**src/rtl/fwnoc_pkg.sv**
```systemverilog
// Shared fwnoc flit-format definitions and arbiter state type.
package fwnoc_pkg;

  // Header flit layout: LEN in the low byte, destination in the next byte.
  localparam int FWNOC_HDR_LEN_LSB = 0;
  localparam int FWNOC_HDR_LEN_W   = 8;
  localparam int FWNOC_HDR_DST_LSB = 8;
  localparam int FWNOC_HDR_DST_W   = 8;

  typedef enum logic {
    IDLE = 1'b0,
    BUSY = 1'b1
  } fwnoc_arb_state_e;

  // Number of payload flits that follow a header.
  function automatic logic [FWNOC_HDR_LEN_W-1:0] fwnoc_hdr_len(
    input logic [FWNOC_HDR_DST_LSB+FWNOC_HDR_DST_W-1:0] hdr
  );
    return hdr[FWNOC_HDR_LEN_LSB +: FWNOC_HDR_LEN_W];
  endfunction

  // Destination field; carried through the router untouched by the arbiter.
  function automatic logic [FWNOC_HDR_DST_W-1:0] fwnoc_hdr_dst(
    input logic [FWNOC_HDR_DST_LSB+FWNOC_HDR_DST_W-1:0] hdr
  );
    return hdr[FWNOC_HDR_DST_LSB +: FWNOC_HDR_DST_W];
  endfunction

endpackage

```
**src/rtl/fwnoc_rr_arb.sv**
```systemverilog
// Combinational round-robin picker: first asserted request at or after ptr,
// wrapping modulo N. Shared by the router output stages.
module fwnoc_rr_arb
  import fwnoc_pkg::*;
#(
  parameter int N     = 4,
  parameter int IDX_W = (N > 1) ? $clog2(N) : 1
) (
  input  logic [N-1:0]     req,
  input  logic [IDX_W-1:0] ptr,
  output logic [IDX_W-1:0] gnt_idx,
  output logic             any
);

  int               idx_wide;
  logic [IDX_W-1:0] idx;

  // Scan N positions starting at ptr; the first hit wins.
  always_comb begin
    gnt_idx  = '0;
    any      = 1'b0;
    idx_wide = 0;
    idx      = '0;
    for (int i = 0; i < N; i++) begin
      idx_wide = (int'(ptr) + i) % N;
      idx      = IDX_W'(idx_wide);
      if (!any && req[idx]) begin
        any     = 1'b1;
        gnt_idx = idx;
      end
    end
  end

endmodule

```
**src/rtl/fwnoc_outport_arb.sv**
```systemverilog
// Packet-level (wormhole) round-robin arbiter draining N fwnoc_fifo egress
// streams into one registered output link.
//
// state | meaning
// ------+----------------------------------------------------------------
// IDLE  | next flit from any port is a header; round-robin picks the port
// BUSY  | payload of the granted packet in flight; only port gnt is served
module fwnoc_outport_arb
  import fwnoc_pkg::*;
#(
  parameter  int N_PORTS   = 4,
  parameter  int DAT_WIDTH = 32,
  localparam int SRC_W     = $clog2(N_PORTS)
) (
  input  logic                         clock,
  input  logic                         reset_n,
  input  logic [N_PORTS-1:0]           i_valid,
  input  logic [N_PORTS*DAT_WIDTH-1:0] i_dat,
  output logic [N_PORTS-1:0]           i_ready,
  output logic                         o_valid,
  output logic [DAT_WIDTH-1:0]         o_dat,
  output logic [SRC_W-1:0]             o_src,
  input  logic                         o_ready
);

  fwnoc_arb_state_e            state, state_nxt;
  logic [SRC_W-1:0]            ptr;
  logic [SRC_W-1:0]            gnt;
  logic [FWNOC_HDR_LEN_W-1:0]  cnt;
  logic [SRC_W-1:0]            rr_sel;
  logic                        rr_any;
  logic                        can_load;
  logic                        xfer;
  logic [SRC_W-1:0]            xfer_idx;
  logic [DAT_WIDTH-1:0]        xfer_dat;
  logic [FWNOC_HDR_LEN_W-1:0]  xfer_len;

  fwnoc_rr_arb #(
    .N     (N_PORTS),
    .IDX_W (SRC_W)
  ) u_rr_arb (
    .req     (i_valid),
    .ptr     (ptr),
    .gnt_idx (rr_sel),
    .any     (rr_any)
  );

  // The output register can take a flit when empty or being drained this cycle.
  assign can_load = !o_valid || o_ready;

  // In IDLE the picker chooses the source; in BUSY the packet owner does.
  assign xfer_idx = (state == IDLE) ? rr_sel : gnt;
  assign xfer_dat = i_dat[int'(xfer_idx)*DAT_WIDTH +: DAT_WIDTH];
  assign xfer_len = fwnoc_hdr_len(xfer_dat[FWNOC_HDR_DST_LSB+FWNOC_HDR_DST_W-1:0]);

  // Next-state, per-port accept and transfer detect.
  always_comb begin
    state_nxt = state;
    i_ready   = '0;
    xfer      = 1'b0;
    case (state)
      IDLE: begin
        xfer = rr_any && can_load;
        if (xfer) begin
          i_ready[rr_sel] = 1'b1;
          if (xfer_len != '0) state_nxt = BUSY;
        end
      end
      BUSY: begin
        i_ready[gnt] = can_load;
        xfer         = can_load && i_valid[gnt];
        if (xfer && cnt == FWNOC_HDR_LEN_W'(1)) state_nxt = IDLE;
      end
      default: state_nxt = IDLE;
    endcase
    // Nothing is accepted while reset is held, even though the output is empty.
    if (!reset_n) begin
      i_ready = '0;
      xfer    = 1'b0;
    end
  end

  // FSM state register.
  always_ff @(posedge clock or negedge reset_n) begin
    if (!reset_n) state <= IDLE;
    else          state <= state_nxt;
  end

  // Grant bookkeeping: rotate the pointer and load the length on each header.
  always_ff @(posedge clock or negedge reset_n) begin
    if (!reset_n) begin
      ptr <= '0;
      gnt <= '0;
      cnt <= '0;
    end else if (xfer) begin
      if (state == IDLE) begin
        ptr <= (rr_sel == SRC_W'(N_PORTS-1)) ? '0 : rr_sel + SRC_W'(1);
        gnt <= rr_sel;
        cnt <= xfer_len;
      end else begin
        cnt <= cnt - FWNOC_HDR_LEN_W'(1);
      end
    end
  end

  // Registered output link; holds its flit until the downstream accepts it.
  always_ff @(posedge clock or negedge reset_n) begin
    if (!reset_n) begin
      o_valid <= 1'b0;
      o_dat   <= '0;
      o_src   <= '0;
    end else if (xfer) begin
      o_valid <= 1'b1;
      o_dat   <= xfer_dat;
      o_src   <= xfer_idx;
    end else if (o_ready) begin
      o_valid <= 1'b0;
    end
  end

endmodule

```
**config.mk**
```make
export PLATFORM = sky130hd
export DESIGN_NAME = fwnoc_outport_arb
export DESIGN_NICKNAME = d
export VERILOG_FILES = /design/src/rtl/fwnoc_pkg.sv /design/src/rtl/fwnoc_rr_arb.sv /design/src/rtl/fwnoc_outport_arb.sv
export SDC_FILE = /design/constraint.sdc
export NUM_CORES = 1
export LEC_CHECK = 0
export CORE_ASPECT_RATIO = 1.75
export CORE_MARGIN = 2
export CORE_UTILIZATION = 35
export DETAILED_ROUTE_END_ITERATION = 10
export PLACE_DENSITY_LB_ADDON = 0.08
export SYNTH_ARGS = -nofsm -noshare
export SYNTH_HDL_FRONTEND = slang
export SYNTH_SLANG_ARGS = --single-unit
```
**constraint.sdc**
```tcl
create_clock -name clock -period 3.12 [get_ports clock]
set_input_delay 0.624 -clock clock [delete_from_list [all_inputs] [get_ports clock]]
set_output_delay 0.624 -clock clock [all_outputs]
set_load 0.02 [all_outputs]
```
==> reports/metrics.cfg <==
[placed_design]
place_congestion = 0.8033
dp.cells = 753
port_buffers = 173
dpl_cell_area_sq_mm = 0.005260
dp_hpwl_mm = 9.079

[worst_setup_path]
endpoint = i_ready[0]
critPathLaunchType = input pin
path_class = input pin to primary output
cp_max_fo = 4
slowest_stage = clkdlybuf4s50_1
critPathRequiredTime_ps = 2500
end_kind = primary output
path_cells = clkdlybuf4s50_1 > nor2b_1 > o21a_1 > nor3_2 > buf_4 > inv_1 > ha_1 > a21oi_1 > nor2_1 > clkdlybuf4s15_2
cpPeakStageDelay_ps = 480
r2r_setup_slack_ps = 760
critPathLaunch = i_valid[3]
reg2reg_from = ptr[0]$_DFFE_PN0P_
crit_arrival_ps = 2350
r2r_end = cnt[7]$_DFFE_PN0P_
r2r_cells = 8

[global_route]
grt_pass1_vias = 3855
track_usage_pct = 22.28
grt_max_degree = 40
grt_overflow = 0
grt_pass1_wl_mm = 18.24
antenna_found_initial = 0

[synthesis]
synth_cell_types = 45
syn_avg_cell_area_sq_um = 7.070
synthCells = 466
ys.warnings.count = 0
synth-seq-cells = 46
yosys.area.top_type = dfrtp_1
synth.cell_area_sq_mm = 0.003294
synth-seq-area-share_pct = 34.94
synth.area.top_cells = dfrtp_1 35%, nand2_1 20%, o21ai_0 10%, nand3_1 5.0%, mux2_2 2.4%
synth_ff_type = dfrtp_1
synth_edf_count = 0
synthArstFlopShare_pct = 100.0
syn_nets = 607
synth_top_area_share_pct = 34.94

[floorplan]
rows = 46
core_area_sq_mm = 0.009094
die-area_sq_mm = 0.01024
floorplan.die.width_microns = 77.34
io_pins = 174
die_h_microns = 132.3
start_util_pct = 36.23

[route]
ant_nets = 0
first_pass_iters = 4
remaining_drc_errors = 0
via_per_inst = 4.984
wl_mm = 11.34
vias = 3793
drtIter0Drc = 128
wl_per_cell_microns = 14.90

[timing]
hold_viol = 0
max-slew-margin-rel_pct = 57.50
fmax_mhz = 336.4
tightest_slew_ps = 632.6
tns_ps = 0
clock_skew_ps = 6.435
rsz0062_at_grt = no
setup_viol = 0
finalCritPeriodShare_pct = 95.29
whs_ps = 338.6
layout_min_cycle_time_ps = 2973
final_max_slew_viol_count = 0

[job]
maxCapViolations = 0

[cts]
root_buffer = clkbuf_16
cts_tree = done
clk_pin_slew_worst_paths_ps = 60
cts_setup_buffers = 0
numCtsBuffers = 5
h-tree-depth = 2
clk_latency_ps = 290
cts_sinks = 46
cts_buffer_depth = 2
cts.hold.buffers_added = 0

[cells_and_area]
fin_util_pct = 59.88
finalNonFillerCells = 761
postLayoutCellArea_sq_mm = 0.005445
nNetsFinal = 781
post_route_cells_drive_above_1_share_pct = 9.048
area_growth_pct = 65.29
antenna_cells = 0

[pwr]
power_leakage_nw = 2.408
p_per_area_mw_per_mm2 = 935.2
vdd_ir_drop_max_mv = 0.4902

[hold_path]
hold_path_class = input pin to async pin

[outcome]
status = finished, final reports clean

-- cells by family (layout without fill, tap and decap cells) --
kind of cell	count (synthesis)	count (layout)	share of synthesized area (%)
buffers and inverters	37	212	4.861
DFF	46	46	34.94
AOI/OAI and AO/OA	109	109	19.60
and+or+nand+nor	251	251	32.21
adders and majority gates	6	6	2.279
muxes	17	17	6.115
-- layer usage --
metal	part of all wire (%)	wire length (microns)	vias up	GRT usage (%)
met5	0	0	-	0
met4	3.4	386	0	8.829
met3	6.9	780	23	5.411
met2	55	6229	142	43.24
met1	35	3943	1687	21.96
li1	-	-	1941	-
-- synth_stat cells, drive strengths merged (3+ instances only) --
| master | number |
|---|---|
| nand2 | 176 |
| o21ai | 71 |
| dfrtp | 46 |
| nand3 | 33 |
| clkbuf | 17 |
| a21oi | 14 |
| buf | 13 |
| nor2 | 11 |
| mux2 | 9 |
| inv | 7 |
| mux2i | 7 |
| ha | 6 |
| nor3 | 6 |
| nor4 | 6 |
| nand2b | 4 |
| nor2b | 4 |
| nor3b | 3 |
| o21a | 3 |
| o2bb2ai | 3 |
| or4 | 3 |
-- flip-flops by register name (all words and copies together), names as in the netlist --
register	flops
ptr	2
o_dat	32
cnt	8
state	1
o_src	2
o_valid	1
-- metrics by stage --
stage / setup slack, ps / power, mW
floorplan: 499.9 / 3.225
global placement: -233.8 / 4.460
detailed placement: -313.3 / 4.539
CTS: 9.711 / 5.167
global route: 46.64 / 5.572
finish: 147.0 / 5.092
-- what timing repair did --
item                       4_1_cts  5_1_grt
hold endpoints to repair         0        0
cloned                           0        0
resized for setup                8       13
setup endpoints to repair        4        4
-- critical path: cells and delay by family --
kind,cells,cell delay [ps]
buf+inv,4,930
fa+ha+maj,1,190
simple gates,3,260
compound gates,2,340
-- worst min-delay path by stage --
stage                           from                     to  cells after the start
2_1_floorplan                reset_n     cnt[0]$_DFFE_PN0P_                      0
3_5_place_dp   o_dat[11]$_DFFE_PN0P_  o_dat[11]$_DFFE_PN0P_                      2
4_1_cts                      reset_n    o_valid$_DFFE_PN0P_                      2
5_1_grt                      reset_n   o_src[0]$_DFFE_PN0P_                      2
3_3_place_gp   o_dat[15]$_DFFE_PN0P_  o_dat[15]$_DFFE_PN0P_                      2
6_report                     reset_n   o_src[1]$_DFFE_PN0P_                      2
-- cell usage in the layout (no fill, tap or decap), drive strengths merged, types with 2 or more instances in the layout --
| cell type | instances |
|---|---|
| clkdlybuf4s50 | 165 |
| o21a | 3 |
| clkbuf | 9 |
| nor2b | 4 |
| o2bb2ai | 3 |
| nand2 | 176 |
| nand2b | 4 |
| and3 | 2 |
| nor4 | 6 |
| buf | 25 |
| mux2 | 9 |
| dfrtp | 46 |
| a31oi | 2 |
| nor2 | 11 |
| ha | 6 |
| or4 | 3 |
| o21ai | 71 |
| dlymetal6s2s | 3 |
| mux2i | 7 |
| inv | 7 |
| nand3 | 33 |
| nor3b | 3 |
| o22ai | 2 |
| a21oi | 14 |
| a21o | 2 |
| nor3 | 6 |
-- layout make-up --
cell class	count	area (sq um)
Multi-Input combinational cell	383	2026
Tap cell	120	150.1
Clock buffer	6	128.9
Sequential cell	46	1151
Fill cell	870	3649
Timing Repair Buffer	197	1926
Clock inverter	2	37.54
Inverter	7	26.28
-- power breakdown --
group	switching (mW)	internal [mW]	leakage, nW
Sequential	0.216	0.889	0.570
Combinational	1.91	1.47	1.76
Clock	0.229	0.378	0.0771
Total	2.35	2.74	2.41
(Power assumes the default switching activity.)
